File: src/rtl/sequence_generator.sv
// -----------------------------------------------------------------------------
// sequence_generator
//   Serial pattern transmitter feeding the 01[0*]1 sequence detector. Each frame
//   is the bit string 0,1,0^k,1 followed by GAP_BITS idle bits. One bit is sent
//   per ena-qualified clock. The number of frames sent is shown mod 100 on two
//   active-low 7-segment digits.
//
// Parameters
//   ZW          width of zeros input (max middle-zero count 2^ZW-1)
//   GAP_BITS    idle bits after each frame's final 1 (0 allowed)
//   IDLE_LEVEL  sig_out level during IDLE and gap bits
//
// Ports
//   clk        in   system clock, all state on posedge
//   rst        in   synchronous active-high reset
//   ena        in   bit strobe; sequencing advances only when high
//   start      in   begin a run (sampled only in IDLE)
//   stop       in   end the run after the current frame and gap
//   zeros      in   middle-zero count k, captured at start
//   frames     in   frames to send, captured at start; 0 = continuous
//   sig_out    out  registered serial bit stream
//   busy       out  high from start accept until the run completes
//   frame_end  out  combinational: final 1 of a frame being consumed
//   done       out  one-clock pulse when the run completes
//   disp0      out  ones digit of frames-sent count, {g..a} active-low
//   disp1      out  tens digit, same encoding
// -----------------------------------------------------------------------------
module sequence_generator #(
  parameter int   ZW         = 4,
  parameter int   GAP_BITS   = 2,
  parameter logic IDLE_LEVEL = 1'b1
) (
  input  logic          clk,
  input  logic          rst,
  input  logic          ena,
  input  logic          start,
  input  logic          stop,
  input  logic [ZW-1:0] zeros,
  input  logic [7:0]    frames,
  output logic          sig_out,
  output logic          busy,
  output logic          frame_end,
  output logic          done,
  output logic [6:0]    disp0,
  output logic [6:0]    disp1
);

  localparam int GW = (GAP_BITS > 1) ? $clog2(GAP_BITS) : 1;

  typedef enum logic [2:0] {
    S_IDLE,
    S_LEAD0,
    S_ONE,
    S_MID,
    S_LAST,
    S_GAP
  } state_t;

  state_t          r_state;
  logic            r_sig_out;
  logic            r_busy;
  logic            r_done;
  logic [ZW-1:0]   r_k;
  logic [7:0]      r_frames;
  logic [7:0]      r_sent;
  logic [ZW-1:0]   r_mid_cnt;
  logic [GW-1:0]   r_gap_cnt;
  logic            r_stop_flag;
  logic [3:0]      r_bcd0;
  logic [3:0]      r_bcd1;
  logic [6:0]      r_disp0;
  logic [6:0]      r_disp1;

  logic            w_frame_end;
  logic            w_gap_last;
  logic            w_eof;
  logic [7:0]      w_sent_after;
  logic            w_run_over;

  // 7-segment code, active-low, bit order {g,f,e,d,c,b,a}.
  function automatic logic [6:0] seg7(input logic [3:0] d);
    case (d)
      4'd0:    seg7 = 7'b1000000;
      4'd1:    seg7 = 7'b1111001;
      4'd2:    seg7 = 7'b0100100;
      4'd3:    seg7 = 7'b0110000;
      4'd4:    seg7 = 7'b0011001;
      4'd5:    seg7 = 7'b0010010;
      4'd6:    seg7 = 7'b0000010;
      4'd7:    seg7 = 7'b1111000;
      4'd8:    seg7 = 7'b0000000;
      4'd9:    seg7 = 7'b0011000;
      default: seg7 = 7'b1111111;
    endcase
  endfunction

  assign w_frame_end = (r_state == S_LAST) & ena;
  assign w_gap_last  = (r_gap_cnt == GW'(GAP_BITS - 1));

  // End-of-frame decision point: leaving GAP after its last bit, or leaving
  // LAST directly when there is no gap.
  assign w_eof = ena & (((r_state == S_LAST) & (GAP_BITS == 0)) |
                        ((r_state == S_GAP)  & w_gap_last));

  // When GAP_BITS is 0 the decision coincides with the LAST edge, so the
  // frame being completed must be included in the comparison.
  assign w_sent_after = r_sent + {7'd0, w_frame_end};
  assign w_run_over   = r_stop_flag | stop |
                        ((r_frames != 8'd0) & (w_sent_after == r_frames));

  // NOTE: every clocked register uses non-blocking assignment so all state
  // updates see pre-edge values, regardless of statement order.
  always_ff @(posedge clk) begin
    if (rst) begin
      r_state     <= S_IDLE;
      r_sig_out   <= IDLE_LEVEL;
      r_busy      <= 1'b0;
      r_done      <= 1'b0;
      r_k         <= '0;
      r_frames    <= '0;
      r_sent      <= '0;
      r_mid_cnt   <= '0;
      r_gap_cnt   <= '0;
      r_stop_flag <= 1'b0;
    end else begin
      r_done <= 1'b0;

      if (r_busy && stop) begin
        r_stop_flag <= 1'b1;
      end

      if (w_frame_end) begin
        r_sent <= r_sent + 8'd1;
      end

      case (r_state)
        S_IDLE: begin
          if (start) begin
            r_state     <= S_LEAD0;
            r_sig_out   <= 1'b0;
            r_busy      <= 1'b1;
            r_k         <= zeros;
            r_frames    <= frames;
            r_sent      <= '0;
            r_stop_flag <= 1'b0;
          end
        end
        S_LEAD0: begin
          if (ena) begin
            r_state   <= S_ONE;
            r_sig_out <= 1'b1;
          end
        end
        S_ONE: begin
          if (ena) begin
            if (r_k != '0) begin
              r_state   <= S_MID;
              r_sig_out <= 1'b0;
              r_mid_cnt <= '0;
            end else begin
              r_state   <= S_LAST;
              r_sig_out <= 1'b1;
            end
          end
        end
        S_MID: begin
          if (ena) begin
            if (r_mid_cnt == r_k - ZW'(1)) begin
              r_state   <= S_LAST;
              r_sig_out <= 1'b1;
            end else begin
              r_mid_cnt <= r_mid_cnt + ZW'(1);
            end
          end
        end
        S_LAST: begin
          // With no gap the decision block below takes over this edge.
          if (ena && (GAP_BITS != 0)) begin
            r_state   <= S_GAP;
            r_sig_out <= IDLE_LEVEL;
            r_gap_cnt <= '0;
          end
        end
        S_GAP: begin
          if (ena && !w_gap_last) begin
            r_gap_cnt <= r_gap_cnt + GW'(1);
          end
        end
        default: begin
          r_state   <= S_IDLE;
          r_sig_out <= IDLE_LEVEL;
          r_busy    <= 1'b0;
        end
      endcase

      // Overrides the per-state next value on the frame's final edge.
      if (w_eof) begin
        if (w_run_over) begin
          r_state   <= S_IDLE;
          r_sig_out <= IDLE_LEVEL;
          r_busy    <= 1'b0;
          r_done    <= 1'b1;
        end else begin
          r_state   <= S_LEAD0;
          r_sig_out <= 1'b0;
        end
      end
    end
  end

  // Frames-sent display: BCD counter accumulates across runs and is cleared
  // only by reset. Segment outputs follow the BCD value one clock later.
  always_ff @(posedge clk) begin
    if (rst) begin
      r_bcd0  <= '0;
      r_bcd1  <= '0;
      r_disp0 <= 7'b1000000;
      r_disp1 <= 7'b1000000;
    end else begin
      if (w_frame_end) begin
        if (r_bcd0 == 4'd9) begin
          r_bcd0 <= 4'd0;
          r_bcd1 <= (r_bcd1 == 4'd9) ? 4'd0 : r_bcd1 + 4'd1;
        end else begin
          r_bcd0 <= r_bcd0 + 4'd1;
        end
      end
      r_disp0 <= seg7(r_bcd0);
      r_disp1 <= seg7(r_bcd1);
    end
  end

  assign sig_out   = r_sig_out;
  assign busy      = r_busy;
  assign done      = r_done;
  assign frame_end = w_frame_end;
  assign disp0     = r_disp0;
  assign disp1     = r_disp1;

endmodule

File: config.mk
export PLATFORM = sky130hd
export DESIGN_NAME = sequence_generator
export DESIGN_NICKNAME = d
export VERILOG_FILES = /design/src/rtl/sequence_generator.sv
export SDC_FILE = /design/constraint.sdc
export NUM_CORES = 1
export LEC_CHECK = 0
export CAP_MARGIN = 20
export CORE_MARGIN = 1.5
export CORE_UTILIZATION = 50
export DETAILED_ROUTE_END_ITERATION = 10
export PLACE_DENSITY_LB_ADDON = 0.2
export SETUP_SLACK_MARGIN = 0.1
export SLEW_MARGIN = 15
export SYNTH_ARGS = -nofsm -noshare
export SYNTH_HDL_FRONTEND = slang
export SYNTH_SLANG_ARGS = --single-unit
File: constraint.sdc
create_clock -name clk -period 2.6 [get_ports clk]
set_input_delay 0.52 -clock clk [delete_from_list [all_inputs] [get_ports clk]]
set_output_delay 0.52 -clock clk [all_outputs]
set_load 0.02 [all_outputs]
==> reports/results.txt <==
On the final layout, the worst clock skew is 0.009032 ns. The number of distinct library cells after synthesis was 55. The effective utilization at floorplan is 51.65%. Hold repair after CTS inserted 0 buffers. Violation count after the first detailed-routing iteration: 142.

STA puts the critical path data arrival time at 2.52 ns. For this run, the post-layout net count is 402. The filler cells instantiated in the layout total 515. By instance count, the cell type seen most on the critical path is sky130_fd_sc_hd__ha_2. TritonCTS built the clock tree. The worst register-to-register path ends at sig_out$_SDFFE_PP1P_.

Count of pins over their slew limit: 0. After detailed routing, the number of vias per cell comes to 5.525. Sequential elements use 38.25% of the synthesized area.

On the critical path the largest part of the delay comes from compound AO/OA/AOI/OAI gates. The final core utilization is 62.16%, and the vertical die dimension is 78.19 µm. In the synthesized netlist the async set-or-reset flop fraction comes to 0%. The maximum frequency from static timing analysis is 0.4403 GHz, and the combined area of all synthesized cells is 0.002826 mm². For this run, the number of Yosys warnings is 0.

The H-tree was split into 2 levels. The critical setup path kind was reg2reg. The clock network accounts for 26.1% of the total power.

Global routing consumed, over all layers together, 20.65% of the routing resources. The sequential fraction of design power came out at 44.5%. The critical path starts at r_state[1]$_SDFFE_PP0P_. The tools report the number of antenna cells inserted as 0.

Once detail routing completed, the nets flagged for antenna violations numbered 0. Net switching is 32.19% of the power. Clock-pin slew was measured on the worst setup and hold paths at 0.10 ns. The average size of a mapped cell is 8.462 µm², and the number of port buffers is 34.

In this design, the stage delay of the slowest critical-path cell is 0.44 ns. The worst ir drop on vdd is 0.4501 mV, and the final period demand of the worst path is 2.271 ns. The tool flagged a number of max-cap violations equal to 0.

The setup slack on the worst flop-to-flop path came out at 0.33 ns. The flow ran to the end, and the final reports show no timing, DRC or antenna violations. The internal portion of the total power is 1.460 mW. Row generation in the floorplan step produced 27 rows. The share of final-layout standard cells stronger than drive strength 1 is 9.189%, and the worst hold slack across all endpoints is 0.4817 ns. The most used flip-flop cell after synthesis is sky130_fd_sc_hd__dfxtp_1.

For the total wire length after detailed routing, the log shows 6055 µm. Launching point of the worst reg2reg path: r_state[1]$_SDFFE_PP0P_. The die covers 0.006113 mm². The worst hold path passes through 2 cells. The synthesized instance count is 334.

The final critical path takes up 87.36% of the cycle. 35 I/O pins were placed. The tools report the endpoint kind of the worst setup timing path as a register. The number of synthesized flops with an enable pin was 0; the highest net fanout along the worst path was 4. For the final-report setup violation count, the log shows 0.

The DRC violations left was 0; the area growth from synthesis to layout was 20.36%. Entering global routing, the biggest net connects 20 pins. Post-CTS timing repair inserted 0 buffers for setup. The tools report the number of detailed-route iterations in the first pass as 4. The routed wirelength normalized by instance count is 13.70 µm, and the static leakage is 1.314 nW.

The worst setup path is launched from a register. The congestion estimate from routability-driven global placement came to 0.8737. The share of total power dissipated in combinational logic is 29.4%. The total buffers and inverters traversed by the critical path is 1. Setup repair after global routing left no endpoint under its margin. For hold timing, the worst endpoint is r_stop_flag$_SDFF_PP0_. For the number of antenna violations at the first check in global routing, the log shows 0.

The tools report the remaining max-slew budget at the tightest pin as 47.36%. The required time at the worst-slack endpoint is 2.85 ns. The tools report the hold path startpoint as r_stop_flag$_SDFF_PP0_. The via count of the first global-routing pass was 2296.

The via count came out at 2442. Buffers inserted during clock tree synthesis total 5. Walking the worst path, the cells encountered are and4bb_2 -> ha_2 -> ha_2 -> buf_4 -> nand3b_1 -> a221oi_2 -> a31oi_2 -> a2111oi_4 -> o32a_1.

At the later pin of the worst-skew pair, clock insertion delay measures 0.30 ns. The HPWL after detailed placement is 4330 µm. The slowest stage cell on the critical path was sky130_fd_sc_hd__a2111oi_4. Pin slew with the least headroom to its limit: 0.7878 ns.

The number of placed instances, taps included, is 434. The final hold violation count was 0. The clock sink total was 54. For this run the aggregate overflow at the end of global routing stands at 0. The die is 78.19 µm wide. The tightest min-delay check is of the reg2reg type. For this design the ratio of total power to cell area is 632.7 mW/mm².

The number of cells in the finished layout apart from fillers is 442. The flip-flop and latch count after synthesis came out at 54. For the post-synthesis net count, the log shows 367. The placeable core region was 0.005473 mm².

The longest clock path from root to sink contains 2 buffers. The run gives 0.6929 mW as the net load switching power. The cell sitting at the root of the clock tree is a sky130_fd_sc_hd__clkbuf_8. For the worst flop-to-flop path, the logic depth is 9. The first global-routing pass estimated 10300 µm of wire.
synthesized netlist by cell type (2+ instances only):
| library cell | count | area [µm²] |
|---|---|---|
| sky130_fd_sc_hd__nand2b_1 | 2 | 12.51 |
| sky130_fd_sc_hd__o211ai_1 | 3 | 22.52 |
| sky130_fd_sc_hd__or3_1 | 2 | 12.51 |
| sky130_fd_sc_hd__o21ai_0 | 15 | 75.07 |
| sky130_fd_sc_hd__nor3_1 | 12 | 60.06 |
| sky130_fd_sc_hd__a21oi_1 | 35 | 175.2 |
| sky130_fd_sc_hd__xnor2_1 | 11 | 96.34 |
| sky130_fd_sc_hd__clkbuf_1 | 11 | 41.29 |
| sky130_fd_sc_hd__mux2i_1 | 2 | 20.02 |
| sky130_fd_sc_hd__buf_2 | 6 | 30.03 |
| sky130_fd_sc_hd__o21a_1 | 4 | 30.03 |
| sky130_fd_sc_hd__nor4_1 | 2 | 12.51 |
| sky130_fd_sc_hd__a32o_1 | 2 | 20.02 |
| sky130_fd_sc_hd__a31oi_1 | 3 | 18.77 |
| sky130_fd_sc_hd__nand3b_1 | 2 | 15.01 |
| sky130_fd_sc_hd__inv_1 | 12 | 45.04 |
| sky130_fd_sc_hd__nor2b_1 | 3 | 18.77 |
| sky130_fd_sc_hd__o311ai_0 | 2 | 17.52 |
| sky130_fd_sc_hd__or2_2 | 2 | 12.51 |
| sky130_fd_sc_hd__a311oi_1 | 2 | 17.52 |
| sky130_fd_sc_hd__dfxtp_1 | 54 | 1081 |
| sky130_fd_sc_hd__and2_1 | 3 | 18.77 |
| sky130_fd_sc_hd__nor2_1 | 24 | 90.09 |
| sky130_fd_sc_hd__a211o_1 | 3 | 26.28 |
| sky130_fd_sc_hd__nand4_1 | 5 | 31.28 |
| sky130_fd_sc_hd__ha_1 | 16 | 200.2 |
| sky130_fd_sc_hd__xor2_1 | 12 | 105.1 |
| sky130_fd_sc_hd__nand4b_1 | 2 | 17.52 |
| sky130_fd_sc_hd__and3_1 | 4 | 25.02 |
| sky130_fd_sc_hd__nand2_1 | 44 | 165.2 |
| sky130_fd_sc_hd__nand3_1 | 10 | 50.05 |
layer usage:
layer,wire length [µm],vias up,global-route usage (%)
li1,-,1240,-
met1,2747,1152,25.43
met2,2963,42,36.00
met3,231,8,4.070
met4,112,0,6.786
met5,0,-,0
registers in the layout (all words and copies together) (netlist names):
name / count
r_frames: 8
r_sent: 8
disp0: 7
disp1: 7
r_bcd0: 4
r_bcd1: 4
r_k: 4
r_mid_cnt: 4
r_state: 3
busy: 1
done: 1
r_gap_cnt: 1
r_stop_flag: 1
sig_out: 1
worst min-delay path: stages (launching register included):
cell                      delay (ns)
sky130_fd_sc_hd__dfxtp_1        0.34
sky130_fd_sc_hd__a21oi_1        0.04
sky130_fd_sc_hd__nor2_1         0.07
metrics by stage:
| step | TNS, ns | setup WS [ns] | total power, mW | instance area (µm²) |
|---|---|---|---|---|
| after CTS | 0 | 0.1015 | 2.160 | 3385 |
| after detailed placement | -0.9378 | -0.2681 | 1.598 | 3271 |
| after global placement | -0.7364 | -0.2144 | 1.581 | 3271 |
| final | 0 | 0.3287 | 2.153 | 3402 |
| after floorplan | 0 | 0.1489 | 1.402 | 2826 |
| after global routing | 0 | 0.2181 | 2.286 | 3402 |
cells by family after synthesis:
logic type,Yosys count,synth area share [%]
buffers and inverters,31,4.781
adder cells (fa/ha/maj),16,7.083
AND/OR/NAND/NOR,125,21.91
XOR/XNOR,24,7.924
AO/OA/AOI/OAI,82,19.35
multiplexers,2,0.7083
flip-flops,54,38.25
timing repair:
item / 4_1_cts / 5_1_grt
hold endpoints to repair: 0 / 0
pin swaps: 3 / 3
endpoints found under the setup margin: 3 / 4
resized for setup: 2 / 4
how the worst max path moves through the flow:
stage | to | depth (start not counted)
after floorplan | sig_out$_SDFFE_PP1P_ | 9
after global placement | sig_out$_SDFFE_PP1P_ | 9
after detailed placement | sig_out$_SDFFE_PP1P_ | 9
after CTS | sig_out$_SDFFE_PP1P_ | 10
after global routing | sig_out$_SDFFE_PP1P_ | 9
final | sig_out$_SDFFE_PP1P_ | 9
power by group through the flow:
stage	sequential (mW)	combinational, mW	clock (mW)
final	0.958	0.633	0.562
after global routing	0.968	0.697	0.622
after CTS	0.956	0.625	0.578
after detailed placement	0.976	0.623	0
after global placement	0.973	0.608	0
after floorplan	0.979	0.423	0
cells in the final DEF (no fill, tap or decap), drive strengths merged, types with 3 or more instances in the layout:
master,instances
and3,4
o21a,4
a31oi,3
a21oi,35
o211ai,4
xnor2,11
clkbuf,5
nand2,44
nor2b,3
nor3,12
ha,16
xor2,12
dfxtp,54
nor2,24
nand4,5
buf,13
inv,13
a211o,3
nand3,11
and2,3
o21ai,15
clkdlybuf4s50,32
cell type report:
class                           instances  area [µm²]  area share (%)
Multi-Input combinational cell        249        1634           48.03
Sequential cell                        54        1081           31.78
Timing Repair Buffer                   47       439.2           12.91
Tap cell                               72       90.09           2.648
Clock buffer                            5       68.82           2.023
Inverter                               12       45.04           1.324
Clock inverter                          3       43.79           1.287
No activity file was read; power rests on OpenSTA's default activity.
